<file path="src/rtl/axi_lite_csr_slave.sv">
// axi_lite_csr_slave: AXI4-Lite CSR bank with control/status registers, packet counter and W1C interrupts
module axi_lite_csr_slave #(
  parameter int          ADDR_W  = 8,
  parameter logic [31:0] VERSION = 32'h0001_0000,
  parameter int          NUM_EVT = 8
) (
  input  logic               clk,
  input  logic               rst,
  input  logic [ADDR_W-1:0]  s_axi_awaddr,
  input  logic               s_axi_awvalid,
  output logic               s_axi_awready,
  input  logic [31:0]        s_axi_wdata,
  input  logic [3:0]         s_axi_wstrb,
  input  logic               s_axi_wvalid,
  output logic               s_axi_wready,
  output logic [1:0]         s_axi_bresp,
  output logic               s_axi_bvalid,
  input  logic               s_axi_bready,
  input  logic [ADDR_W-1:0]  s_axi_araddr,
  input  logic               s_axi_arvalid,
  output logic               s_axi_arready,
  output logic [31:0]        s_axi_rdata,
  output logic [1:0]         s_axi_rresp,
  output logic               s_axi_rvalid,
  input  logic               s_axi_rready,
  input  logic [31:0]        status_i,
  input  logic               rx_pkt_i,
  input  logic [NUM_EVT-1:0] event_i,
  output logic [31:0]        ctrl_o,
  output logic               irq_o
);
  typedef enum logic [1:0] {W_IDLE, W_ACK, W_RESP} w_state_t;
  typedef enum logic [1:0] {R_IDLE, R_ACK, R_DATA} r_state_t;
  w_state_t ws;
  r_state_t rs;
  logic [31:0] scratch, cnt, mask, rd;
  logic [NUM_EVT-1:0] irq_st, irq_en, clr;
  logic [6:0] wsel, rsel;
  logic we, unused;
  assign unused = ^{s_axi_awaddr[1:0], s_axi_araddr[1:0]};
  assign we = ws == W_ACK;
  always_comb begin
    wsel = '0;
    rsel = '0;
    for (int i = 0; i < 7; i++) begin
      wsel[i] = s_axi_awaddr[ADDR_W-1:2] == (ADDR_W-2)'(i);
      rsel[i] = s_axi_araddr[ADDR_W-1:2] == (ADDR_W-2)'(i);
    end
    mask = {{8{s_axi_wstrb[3]}}, {8{s_axi_wstrb[2]}}, {8{s_axi_wstrb[1]}}, {8{s_axi_wstrb[0]}}};
    clr = we && wsel[4] ? s_axi_wdata[NUM_EVT-1:0] & mask[NUM_EVT-1:0] : '0;
    rd = ({32{rsel[0]}} & ctrl_o) | ({32{rsel[1]}} & status_i) | ({32{rsel[2]}} & scratch) |
         ({32{rsel[3]}} & cnt) | ({32{rsel[4]}} & 32'(irq_st)) | ({32{rsel[5]}} & 32'(irq_en)) |
         ({32{rsel[6]}} & VERSION);
  end
  always_ff @(posedge clk or posedge rst) begin
    if (rst) begin
      ctrl_o  <= '0;
      scratch <= '0;
      cnt     <= '0;
      irq_st  <= '0;
      irq_en  <= '0;
      irq_o   <= 1'b0;
    end else begin
      if (we && wsel[0]) ctrl_o <= (ctrl_o & ~mask) | (s_axi_wdata & mask);
      if (we && wsel[2]) scratch <= (scratch & ~mask) | (s_axi_wdata & mask);
      if (we && wsel[5]) irq_en <= (irq_en & ~mask[NUM_EVT-1:0]) | (s_axi_wdata[NUM_EVT-1:0] & mask[NUM_EVT-1:0]);
      if (we && wsel[3]) cnt <= 32'(rx_pkt_i);
      else if (rx_pkt_i && cnt != '1) cnt <= cnt + 32'd1;
      irq_st <= (irq_st & ~clr) | event_i;
      irq_o  <= |(irq_st & irq_en);
    end
  end
  always_ff @(posedge clk or posedge rst) begin
    if (rst) begin
      ws            <= W_IDLE;
      s_axi_awready <= 1'b0;
      s_axi_wready  <= 1'b0;
      s_axi_bvalid  <= 1'b0;
      s_axi_bresp   <= 2'b00;
    end else begin
      case (ws)
        W_IDLE: if (s_axi_awvalid && s_axi_wvalid) begin
          s_axi_awready <= 1'b1;
          s_axi_wready  <= 1'b1;
          ws            <= W_ACK;
        end
        W_ACK: begin
          s_axi_awready <= 1'b0;
          s_axi_wready  <= 1'b0;
          s_axi_bvalid  <= 1'b1;
          s_axi_bresp   <= |wsel ? 2'b00 : 2'b10;
          ws            <= W_RESP;
        end
        W_RESP: if (s_axi_bready) begin
          s_axi_bvalid <= 1'b0;
          ws           <= W_IDLE;
        end
        default: ws <= W_IDLE;
      endcase
    end
  end
  always_ff @(posedge clk or posedge rst) begin
    if (rst) begin
      rs            <= R_IDLE;
      s_axi_arready <= 1'b0;
      s_axi_rvalid  <= 1'b0;
      s_axi_rdata   <= '0;
      s_axi_rresp   <= 2'b00;
    end else begin
      case (rs)
        R_IDLE: if (s_axi_arvalid) begin
          s_axi_arready <= 1'b1;
          rs            <= R_ACK;
        end
        R_ACK: begin
          s_axi_arready <= 1'b0;
          s_axi_rvalid  <= 1'b1;
          s_axi_rdata   <= rd;
          s_axi_rresp   <= |rsel ? 2'b00 : 2'b10;
          rs            <= R_DATA;
        end
        R_DATA: if (s_axi_rready) begin
          s_axi_rvalid <= 1'b0;
          rs           <= R_IDLE;
        end
        default: rs <= R_IDLE;
      endcase
    end
  end
endmodule

</file>
<file path="config.mk">
export PLATFORM = sky130hd
export DESIGN_NAME = axi_lite_csr_slave
export DESIGN_NICKNAME = d
export VERILOG_FILES = /design/src/rtl/axi_lite_csr_slave.sv
export SDC_FILE = /design/constraint.sdc
export NUM_CORES = 1
export LEC_CHECK = 0
export BUFFER_PORTS_ARGS = -buffer_cell sky130_fd_sc_hd__buf_2
export CORE_MARGIN = 2
export CORE_UTILIZATION = 54
export DETAILED_ROUTE_END_ITERATION = 10
export GPL_TIMING_DRIVEN = 0
export PLACE_DENSITY = 0.9
export SKIP_CTS_REPAIR_TIMING = 1
export SLEW_MARGIN = 20
export SYNTH_ARGS = -nofsm -noshare
export SYNTH_HDL_FRONTEND = slang
export SYNTH_SLANG_ARGS = --single-unit
</file>
<file path="constraint.sdc">
create_clock -name clk -period 5.75 [get_ports clk]
set_clock_uncertainty 0.2 [all_clocks]
set_input_delay 0 -clock clk [delete_from_list [all_inputs] [get_ports clk]]
set_output_delay 0 -clock clk [all_outputs]
set_load 0.1 [all_outputs]
</file>
==> results by group <==
Run status
  • Status: finished, violations left
  • Failing checks: negative hold slack, max-capacitance violations, max-slew violations

Job
  • Max Cap Viol: 1

Placement
  • Number of port buffers: around 170
  • GPL Wtd Cong: approximately 0.91
  • Cell Area, Placed: between 8000 and 9000 um^2
  • Setup WS pre-CTS: between 3 and 4 ns
  • HPWL Detailed: about 15000 um
  • Post-placement cell count: 1034

Finish
  • Layout area overhead: 33.3%
  • Multi-input gate area: around 3400 um^2
  • Fin nets: 1052
  • Sequential cell area: roughly 3900 um^2
  • Non-Filler Instances: 1137
  • Finished Cell Area: around 10000 um^2
  • Fraction of layout cells with a size suffix above 1: 0.310
  • Fill cells: between 800 and 900
  • Ant diodes: 0
  • Final Core Density: 0.743

Route
  • Iter 0 DRT Violations: 1113
  • Met1 WL: about 9100 um
  • Routed length on met3: 2770 um
  • WL final: between 20000 and 30000 um
  • Met2 routed WL: between 10000 and 15000 um
  • DRT Pass-1 Iters: 8
  • Final ANT Viol Nets: 0
  • # DRC: 0
  • Vias: around 7300
  • DR WL/cell: 22.5 um
  • Vias per inst: 6.42
  • Max layer used: met4

Synthesis
  • Sequential area share after synthesis: 0.524
  • Mapped cell area: approximately 7400 um^2
  • Post-synth cell types: between 50 and 60
  • Ys flop type: dfrtp_1
  • Number of synthesized flops with an enable pin: 0
  • Ys async rst share: 1.00
  • Cells after Synth: slightly below 700
  • Syn avg cell area: between 10 and 15 um^2
  • Yosys warnings: 0
  • #FFs+latches synth: ~160

CTS
  • H-tree levels: 4
  • Worst skew pair latency: ~0.44 ns
  • Num CTS Buffers: 17
  • CTS tree: done
  • CTS sink count: between 150 and 200
  • Root Driver: clkbuf_16
  • Max clock buf depth: 2
  • Clock slew at reported path FFs: ~0.060 ns

Power
  • Cell Pwr Density: ~340 nW/um^2
  • Peak supply drop: 0.268 mV
  • Leakage power: around 4.7 nW

Die
  • Full die area: about 15000 um^2
  • Initial Util: 0.557
  • Die Wd: ~120 um
  • Cell row count: 42
  • I/O pin cnt: between 150 and 200
  • Die height: between 100 and 150 um
  • Core ar.: between 10000 and 15000 um^2

Timing
  • Setup violators final: 0
  • Hold Vio Cnt, Final: 18
  • Worst Slack Setup Final: 2.32 ns
  • Fin crit share: 0.596
  • Final Max Tran Viols: 9
  • Tmin final: 3.43 ns
  • Worst-margin pin slew: between 1.5 and 2 ns
  • RSZ-0062 raised after global routing: false
  • Setup TNS: 0 ns
  • WHS: -0.0332 ns
  • Fmax: slightly below 0.3 GHz
  • Slew HR: -0.0312

Critical path
  • Required @ worst endpoint: roughly 5.9 ns
  • Critical Path AT: between 3 and 4 ns
  • Critical path endpoint category: flop
  • CP cell instances: nand2b_1, clkbuf_1, or3_1, nor3_1, nand2_1, a21o_1, dlygate4sd3_1
  • Crit path kind: reg -> reg
  • Worst-path maximum fanout: 8
  • Slowest stage delay, CP: roughly 0.82 ns
  • Slowest CP cell: nor3_1
  • Worst Setup Start Kind: flop

Global routing
  • First-pass GRT wire length: between 30000 and 40000 um
  • Overflow after GRT: 0
  • Vias in the first global route: roughly 6300
  • Largest net degree at the start of global routing: 93
  • Initial antenna violation count: 0
  • Total track usage: 0.295

Worst hold path
  • Worst min path class: in -> reg
[layout by cell type, fill, tap and decap left out, types with 24 or more instances in the layout]
master,n
dlygate4sd3_1,74
o21ai_0,71
a21oi_1,26
clkbuf_1,24
mux2_2,77
a22oi_1,26
nand2_1,100
mux2i_1,24
buf_2,172
dfrtp_1,155
[metal layers]
metal / global-route usage / vias to the layer above
met4: 0.138 / 0
met1: 0.391 / 3467
met5: 0 / -
met2: 0.454 / 615
li1: - / 3052
met3: 0.0789 / 160
[power by group]
part           switching, mW  internal [mW]
Sequential            0.0994           1.19
Combinational          0.652          0.204
Clock                  0.448          0.731
[cell type report]
class / instances / share of cell area
Clock buffer: 22 / 0.0501
Sequential cell: 155 / 0.393
Multi-Input combinational cell: 492 / 0.342
Buffer: 34 / 0.0146
Tap cell: 176 / 0.0223
Clock inverter: 7 / 0.0115
Timing Repair Buffer: 243 / 0.163
Inverter: 8 / 0.00380
[path summary, 6_finish.rpt]
check	from	endpoint	slack (ns)	depth (start not counted)
max	ws[1]	irq_st[6]	2.32	7
min	s_axi_wstrb[3]	flop	-0.03	3
max reg2reg	ws[1]	irq_st[6]	2.32	7
min reg2reg	s_axi_rdata[14]	s_axi_rdata[14]	0.27	2
max in group asynchronous	rst	cnt[31]	3.95	5
min in group asynchronous	rst	rs[0]	0.57	4
[cell usage after synthesis, types with 3 or more instances]
cell | count | area share
or4_1 | 6 | 0.0061
buf_2 | 4 | 0.0027
nor2_1 | 19 | 0.0096
mux2i_1 | 24 | 0.032
a31oi_1 | 4 | 0.0034
a222oi_1 | 6 | 0.0081
nor3_1 | 8 | 0.0054
nor2b_1 | 3 | 0.0025
nand2_1 | 100 | 0.051
mux2_2 | 77 | 0.12
nand4_1 | 11 | 0.0093
buf_1 | 3 | 0.0015
a22o_1 | 6 | 0.0071
or3_1 | 19 | 0.016
a21boi_0 | 7 | 0.0071
a31o_2 | 3 | 0.0035
nand3_1 | 10 | 0.0068
and3_1 | 6 | 0.0051
a211oi_1 | 3 | 0.0030
dfrtp_1 | 155 | 0.52
nand2b_1 | 4 | 0.0034
o21ai_0 | 71 | 0.048
nor4_1 | 3 | 0.0025
clkbuf_1 | 24 | 0.012
a21oi_1 | 26 | 0.018
buf_4 | 3 | 0.0030
a21o_1 | 9 | 0.0091
xnor2_1 | 6 | 0.0071
inv_1 | 8 | 0.0041
a22oi_1 | 26 | 0.026
o31ai_1 | 5 | 0.0051
mux4_2 | 3 | 0.0091
[through the flow]
stage,power (mW),hold WS [ns]
2_1_floorplan,1.88,-0.108
3_3_place_gp,2.06,-0.0220
3_5_place_dp,2.08,-0.140
4_1_cts,3.22,-0.588
5_1_grt,3.41,0.0222
6_report,3.32,-0.0332
[cells by family after synthesis]
family	Yosys count	share of synthesized area
and+or+nand+nor	203	0.134
AOI/OAI and AO/OA	173	0.146
DFF	155	0.524
muxes	105	0.160
buffers and inverters	42	0.0235
xor gates and xnor gates	8	0.00946
adders and majority gates	1	0.00169
other	1	0.000506
[critical path: cells and delay by family (launching register included)]
family | cells | cell delay [ns]
AO/OA/AOI/OAI | 1 | 0.29
buffers and inverters | 2 | 0.81
flip-flops | 1 | 0.41
AND/OR/NAND/NOR | 4 | 1.59
(Power assumes the default switching activity.)
